### src/rtl/watch_pkg.sv
// Shared types and default timing for the watch front-panel controller.
// State encoding, display field codes and helpers used by watch_set_ctrl.
package watch_pkg;

    typedef enum logic [1:0] {
        TIMER      = 2'b00,
        SET_HOUR   = 2'b01,
        SET_MINUTE = 2'b10
    } state_t;

    localparam logic [1:0] FIELD_NONE = 2'b00;
    localparam logic [1:0] FIELD_MIN  = 2'b01;
    localparam logic [1:0] FIELD_HOUR = 2'b10;

    localparam int unsigned DEF_DEBOUNCE_CNT  = 32'd1000000;
    localparam int unsigned DEF_BLINK_CNT     = 32'd26214400;
    localparam int unsigned DEF_REPEAT_DELAY  = 32'd26214400;
    localparam int unsigned DEF_REPEAT_PERIOD = 32'd10485760;

    function automatic state_t next_mode(input state_t s);
        case (s)
            TIMER:      return SET_HOUR;
            SET_HOUR:   return SET_MINUTE;
            SET_MINUTE: return TIMER;
            default:    return TIMER;
        endcase
    endfunction

    function automatic logic [1:0] field_of(input state_t s);
        case (s)
            TIMER:      return FIELD_NONE;
            SET_HOUR:   return FIELD_HOUR;
            SET_MINUTE: return FIELD_MIN;
            default:    return FIELD_NONE;
        endcase
    endfunction

endpackage

### src/rtl/key_debounce.sv
// Two-flop synchronizer, stable-count debouncer and rising-edge press detect
// for one raw push-button.
import watch_pkg::*;

module key_debounce #(
    parameter int unsigned DEBOUNCE_CNT = DEF_DEBOUNCE_CNT
) (
    input  logic clock,
    input  logic reset,
    input  logic key,
    output logic level,
    output logic press
);

    localparam int CW = $clog2(DEBOUNCE_CNT + 1);
    localparam logic [CW-1:0] CNT_LAST = CW'(DEBOUNCE_CNT - 1);
    localparam logic [CW-1:0] CNT_ONE  = CW'(1);

    logic          sync1_r;
    logic          sync2_r;
    logic          level_r;
    logic          level_d_r;
    logic [CW-1:0] cnt_r;

    // Synchronize, then accept a new level only after an unbroken run of disagreement
    always_ff @(posedge clock or posedge reset) begin
        if (reset) begin
            sync1_r   <= 1'b0;
            sync2_r   <= 1'b0;
            level_r   <= 1'b0;
            level_d_r <= 1'b0;
            cnt_r     <= '0;
        end else begin
            sync1_r   <= key;
            sync2_r   <= sync1_r;
            level_d_r <= level_r;
            if (sync2_r != level_r) begin
                if (cnt_r == CNT_LAST) begin
                    level_r <= sync2_r;
                    cnt_r   <= '0;
                end else begin
                    cnt_r <= cnt_r + CNT_ONE;
                end
            end else begin
                cnt_r <= '0;
            end
        end
    end

    assign level = level_r;
    assign press = level_r & ~level_d_r;

endmodule

### src/rtl/watch_set_ctrl.sv
// Front-panel controller: debounced mode/inc keys drive the Timer/Set-Hour/
// Set-Minute machine. Define WATCH_SET_AUTOREPEAT_EN to enable inc auto-repeat.
import watch_pkg::*;

module watch_set_ctrl #(
    parameter int unsigned DEBOUNCE_CNT  = DEF_DEBOUNCE_CNT,
    parameter int unsigned BLINK_CNT     = DEF_BLINK_CNT,
    parameter int unsigned REPEAT_DELAY  = DEF_REPEAT_DELAY,
    parameter int unsigned REPEAT_PERIOD = DEF_REPEAT_PERIOD
) (
    input  logic       clock,
    input  logic       reset,
    input  logic       key_mode,
    input  logic       key_inc,
    output logic       mode,
    output logic       minute_set,
    output logic       hour_set,
    output logic [1:0] set_field,
    output logic       blink
);

    localparam int BW = $clog2(BLINK_CNT + 1);
    localparam logic [BW-1:0] BLINK_LAST = BW'(BLINK_CNT - 1);
    localparam logic [BW-1:0] BLINK_ONE  = BW'(1);

    logic   mode_level;
    logic   mode_press;
    logic   inc_level;
    logic   inc_press;
    logic   rep_fire;
    logic   inc_fire;
    logic   in_set;
    logic   unused_levels;
    state_t state_r;
    state_t state_nxt;
    logic [BW-1:0] blink_cnt_r;
    logic   blink_r;

    key_debounce #(.DEBOUNCE_CNT(DEBOUNCE_CNT)) u_mode_key (
        .clock (clock),
        .reset (reset),
        .key   (key_mode),
        .level (mode_level),
        .press (mode_press)
    );

    key_debounce #(.DEBOUNCE_CNT(DEBOUNCE_CNT)) u_inc_key (
        .clock (clock),
        .reset (reset),
        .key   (key_inc),
        .level (inc_level),
        .press (inc_press)
    );

    assign unused_levels = mode_level ^ inc_level;
    assign in_set        = (state_r != TIMER);
    // A mode event always wins over a same-cycle increment
    assign inc_fire      = in_set & ~mode_press & (inc_press | rep_fire);

    // Mode state register
    always_ff @(posedge clock or posedge reset) begin
        if (reset) begin
            state_r <= TIMER;
        end else begin
            state_r <= state_nxt;
        end
    end

    // Next-state: each mode event advances one step around the ring
    always_comb begin
        state_nxt = state_r;
        if (mode_press) begin
            state_nxt = next_mode(state_r);
        end else begin
            state_nxt = state_r;
        end
    end

`ifdef WATCH_SET_AUTOREPEAT_EN
    localparam int unsigned REP_MAX = (REPEAT_DELAY > REPEAT_PERIOD) ? REPEAT_DELAY : REPEAT_PERIOD;
    localparam int RW = $clog2(REP_MAX + 1);
    localparam logic [RW-1:0] DELAY_LAST  = RW'(REPEAT_DELAY - 1);
    localparam logic [RW-1:0] PERIOD_LAST = RW'(REPEAT_PERIOD - 1);
    localparam logic [RW-1:0] REP_ONE     = RW'(1);

    logic [RW-1:0] rep_cnt_r;
    logic          rep_active_r;
    logic          rep_first_r;

    // First repeat waits the long delay, later ones the shorter period
    always_comb begin
        rep_fire = 1'b0;
        if (rep_first_r) begin
            rep_fire = rep_active_r & inc_level & (rep_cnt_r == DELAY_LAST);
        end else begin
            rep_fire = rep_active_r & inc_level & (rep_cnt_r == PERIOD_LAST);
        end
    end

    // Repeat timer armed by a press in a set state, dropped on release or state change
    always_ff @(posedge clock or posedge reset) begin
        if (reset) begin
            rep_cnt_r    <= '0;
            rep_active_r <= 1'b0;
            rep_first_r  <= 1'b0;
        end else if (mode_press || !in_set || !inc_level) begin
            rep_cnt_r    <= '0;
            rep_active_r <= 1'b0;
            rep_first_r  <= 1'b0;
        end else if (inc_press) begin
            rep_cnt_r    <= '0;
            rep_active_r <= 1'b1;
            rep_first_r  <= 1'b1;
        end else if (rep_active_r) begin
            if (rep_fire) begin
                rep_cnt_r   <= '0;
                rep_first_r <= 1'b0;
            end else begin
                rep_cnt_r <= rep_cnt_r + REP_ONE;
            end
        end else begin
            rep_cnt_r <= '0;
        end
    end
`else
    assign rep_fire = 1'b0;
`endif

    // Blink phase: restarts dark on a state change, lit on an edit pulse
    always_ff @(posedge clock or posedge reset) begin
        if (reset) begin
            blink_cnt_r <= '0;
            blink_r     <= 1'b0;
        end else if (mode_press || !in_set) begin
            blink_cnt_r <= '0;
            blink_r     <= 1'b0;
        end else if (inc_fire) begin
            blink_cnt_r <= '0;
            blink_r     <= 1'b1;
        end else if (blink_cnt_r == BLINK_LAST) begin
            blink_cnt_r <= '0;
            blink_r     <= ~blink_r;
        end else begin
            blink_cnt_r <= blink_cnt_r + BLINK_ONE;
        end
    end

    // Registered panel outputs decoded from the current state
    always_ff @(posedge clock or posedge reset) begin
        if (reset) begin
            mode       <= 1'b1;
            set_field  <= FIELD_NONE;
            hour_set   <= 1'b0;
            minute_set <= 1'b0;
        end else begin
            mode       <= (state_r == TIMER);
            set_field  <= field_of(state_r);
            hour_set   <= inc_fire & (state_r == SET_HOUR);
            minute_set <= inc_fire & (state_r == SET_MINUTE);
        end
    end

    assign blink = blink_r;

endmodule
### config.mk
export PLATFORM = sky130hd
export DESIGN_NAME = watch_set_ctrl
export DESIGN_NICKNAME = d
export VERILOG_FILES = /design/src/rtl/watch_pkg.sv /design/src/rtl/key_debounce.sv /design/src/rtl/watch_set_ctrl.sv
export SDC_FILE = /design/constraint.sdc
export NUM_CORES = 1
export LEC_CHECK = 0
export CAP_MARGIN = 20
export CORE_UTILIZATION = 55
export DETAILED_ROUTE_END_ITERATION = 7
export PLACE_DENSITY_LB_ADDON = 0.12
export SLEW_MARGIN = 40
export SYNTH_ARGS = -nofsm -noshare
export SYNTH_HDL_FRONTEND = slang
export SYNTH_SLANG_ARGS = --single-unit
### constraint.sdc
create_clock -name clock -period 5.7 [get_ports clock]
set_input_delay 1.14 -clock clock [delete_from_list [all_inputs] [get_ports clock]]
set_output_delay 1.14 -clock clock [all_outputs]
set_load 0.01 [all_outputs]
==> reports/results.tsv <==
metric	value	unit
status	finished clean	
Max Freq	398	MHz
cts hold-fix bufs	0	
setup ws final	3.19	ns
detailed-route via count	2838	
clk sinks	81	
post-cts resize count	0	
WL/cell	14.3	um
final setup fails	0	
Routed Wire Length	6880	um
share of cells above drive strength 1	7.43	%
final hold vios	0	
Pleak	0.00164	uW
IO buf count	9	
yosys warns	0	
nets	407	
Post-synth EDFFs	0	
Critical Path Start Type	flip-flop	
I/O pins	10	
Reg area	0.00203	mm2
RSZ-0062 raised after global routing	no	
ys flop type	dfrtp_1	
Min Clock Period, post-route	2.51	ns
area grow syn2layout	10.7	%
Crit path max-delay family	flip-flops	
final slew viol count	0	
Post-CTS Setup Bufs	0	
Syn Nets	393	
clock latency on the worst-skew pair	0.34	ns
register bit total from synthesis	81	
post-synthesis sequential area ratio	53.1	%
clock transition at the registers of the reported paths	0.08	ns
chip height	85.3	um
area of the multi-input gates	0.00171	mm2
max_slew headroom	55.6	%
Filler cells	532	
global-route wire length before repair	12200	um
Buf/Inv on CP	1	
Peak VDD IR	0.195	mV
WP data required	4.56	ns
largest net degree at the start of global routing	56	
Mapped Avg Cell Area	9.89	um2
asr flop ratio synth	100	%
vias in the first global route	2757	
final RePlAce weighted congestion	0.824	
drt first pass iters	4	
row count	29	
post-place instance area	0.00401	mm2
pre-CTS setup slack	2.95	ns
post-DP HPWL	4630	um
maximum clock insertion buffer count	2	
CP max-delay cell	dfstp_2	
crit end category	primary output	
Post-Layout Inst Area	0.00423	mm2
total track usage	20.9	%
Iteration-0 DRC Markers	95	
Hold WC Path Type	reg -> reg	
initial antenna violation count	0	
core area	0.00653	mm2
Max FO, Critical Path	1	
setup_tns	0	ns
ant diodes	0	
Routed Antenna Nets	0	
Via density	5.90	
DRC	0	
CP cell instances	clkdlybuf4s50_1	
Pwr Density	249	mW/mm2
Final period util	44.1	%
max cap viols	0	
Cells after Synth	386	
Root Buffer	clkbuf_8	
Initial Utilization	58.4	%
synthesized cell area	0.00382	mm2
total congestion overflow	0	
H-tree depth	3	
WS Path Type	reg -> out	
Final Skew	0.00991	ns
die area	0.00728	mm2
Netlist cell types	37	
Worst Path Arrival	1.37	ns
Die W	85.3	um
CTS buffer count	9	
CTS tree	yes	
crit-path max cell delay	0.52	ns
measured slew at the worst slew-check pin	0.666	ns
## synthesized netlist by cell type (all sizes together), types with 2 or more instances
master   n  area, um2
a21oi   25        125
and3     7       43.8
and4     4       35.0
clkbuf  10       37.5
dfrtp   80       2000
ha       3       37.5
inv     13       48.8
mux2     3       33.8
nand2   29        109
nand2b   2       12.5
nand3   21        110
nand4   15       93.8
nor2    46        173
nor2b    3       18.8
nor3    10       50.1
nor4    10       62.6
o21ai   11       55.1
o31ai   15        113
o41ai    2       25.0
or2      2       12.5
or3     10       62.6
or4     18        135
xnor2   20        175
xor2    16        140
## power by group
group / internal (uW) / switching (uW)
Sequential: 579 / 4.96
Combinational: 7.39 / 19.1
Clock: 244 / 198
Total: 831 / 222
## cell type report
cell class / count / share of cell area (%)
Multi-Input combinational cell: 281 / 40.5
Timing Repair Buffer: 14 / 3.11
Inverter: 13 / 1.18
Clock inverter: 5 / 1.92
Tap cell: 77 / 2.28
Clock buffer: 10 / 3.02
Sequential cell: 81 / 48.0
## routing by layer
layer	GRT usage (%)	share of wire [%]
met1	27.5	48
met2	35.0	48
met3	5.45	3.3
met4	4.70	0.83
met5	0	0
## path summary, 6_finish.rpt
check / cells after the start / from / slack (ns) / end
setup / recovery: 1 / mode$_DFF_PP1_ / 3.19 / mode
setup reg to reg: 5 / blink_cnt_r[7]$_DFF_PP0_ / 3.47 / blink_cnt_r[7]$_DFF_PP0_
max in group asynchronous: 3 / reset / 3.56 / blink_cnt_r[0]$_DFF_PP0_
min in group asynchronous: 2 / reset / 1.12 / set_field[1]$_DFF_PP0_
hold reg to reg: 0 / u_mode_key.sync1_r$_DFF_PP0_ / 0.36 / u_mode_key.sync2_r$_DFF_PP0_
hold / removal: 0 / u_mode_key.sync1_r$_DFF_PP0_ / 0.36 / u_mode_key.sync2_r$_DFF_PP0_
## cells in the final DEF (no fill, tap or decap), types with 2 or more instances in the layout
cell / Yosys / final
nor2b_1: 3 / 3
nand4_1: 15 / 15
xor2_1: 16 / 16
and4_1: 4 / 4
nand2b_1: 2 / 2
inv_1: 13 / 12
and3_1: 7 / 7
clkdlybuf4s50_1: 0 / 9
dfrtp_1: 80 / 80
nor2_1: 46 / 46
nor3_1: 10 / 10
nor4_1: 10 / 10
mux2_2: 3 / 3
a21oi_1: 25 / 25
bufinv_16: 0 / 2
or4_1: 18 / 18
xnor2_1: 20 / 20
clkbuf_8: 0 / 9
buf_4: 0 / 4
nand3_1: 20 / 20
clkinv_2: 0 / 2
ha_1: 3 / 3
or3_1: 10 / 10
or2_2: 2 / 2
o21ai_0: 11 / 11
nand2_1: 29 / 29
o31ai_1: 15 / 14
o41ai_2: 1 / 2
## state kept, by name (all words and copies together), names as in the netlist, 2 cells and up
signal,flops
blink_cnt_r,25
set_field,2
state_r,2
u_inc_key.cnt_r,20
u_mode_key.cnt_r,20
## per-stage QoR
| stage | hold slack [ns] | total power, uW | util, % | std cells |
|---|---|---|---|---|
| floorplan | 0.331 | 613 | - | 386 |
| finish | 0.358 | 1050 | 64.7 | 481 |
| global route | 0.369 | 1090 | 64.7 | 481 |
| global placement | 0.332 | 622 | 61.3 | 465 |
| detailed placement | 0.337 | 623 | 61.3 | 465 |
| CTS | 0.361 | 1060 | 64.5 | 480 |
## cell families after synthesis
family / count (synthesis) / synth area share, %
compound gates: 56 / 9.01
xor+xnor: 36 / 8.26
fa+ha+maj: 3 / 0.983
buf+inv: 24 / 2.39
flops: 81 / 53.1
mux: 3 / 0.885
simple gates: 183 / 25.3
(Power assumes the default switching activity.)
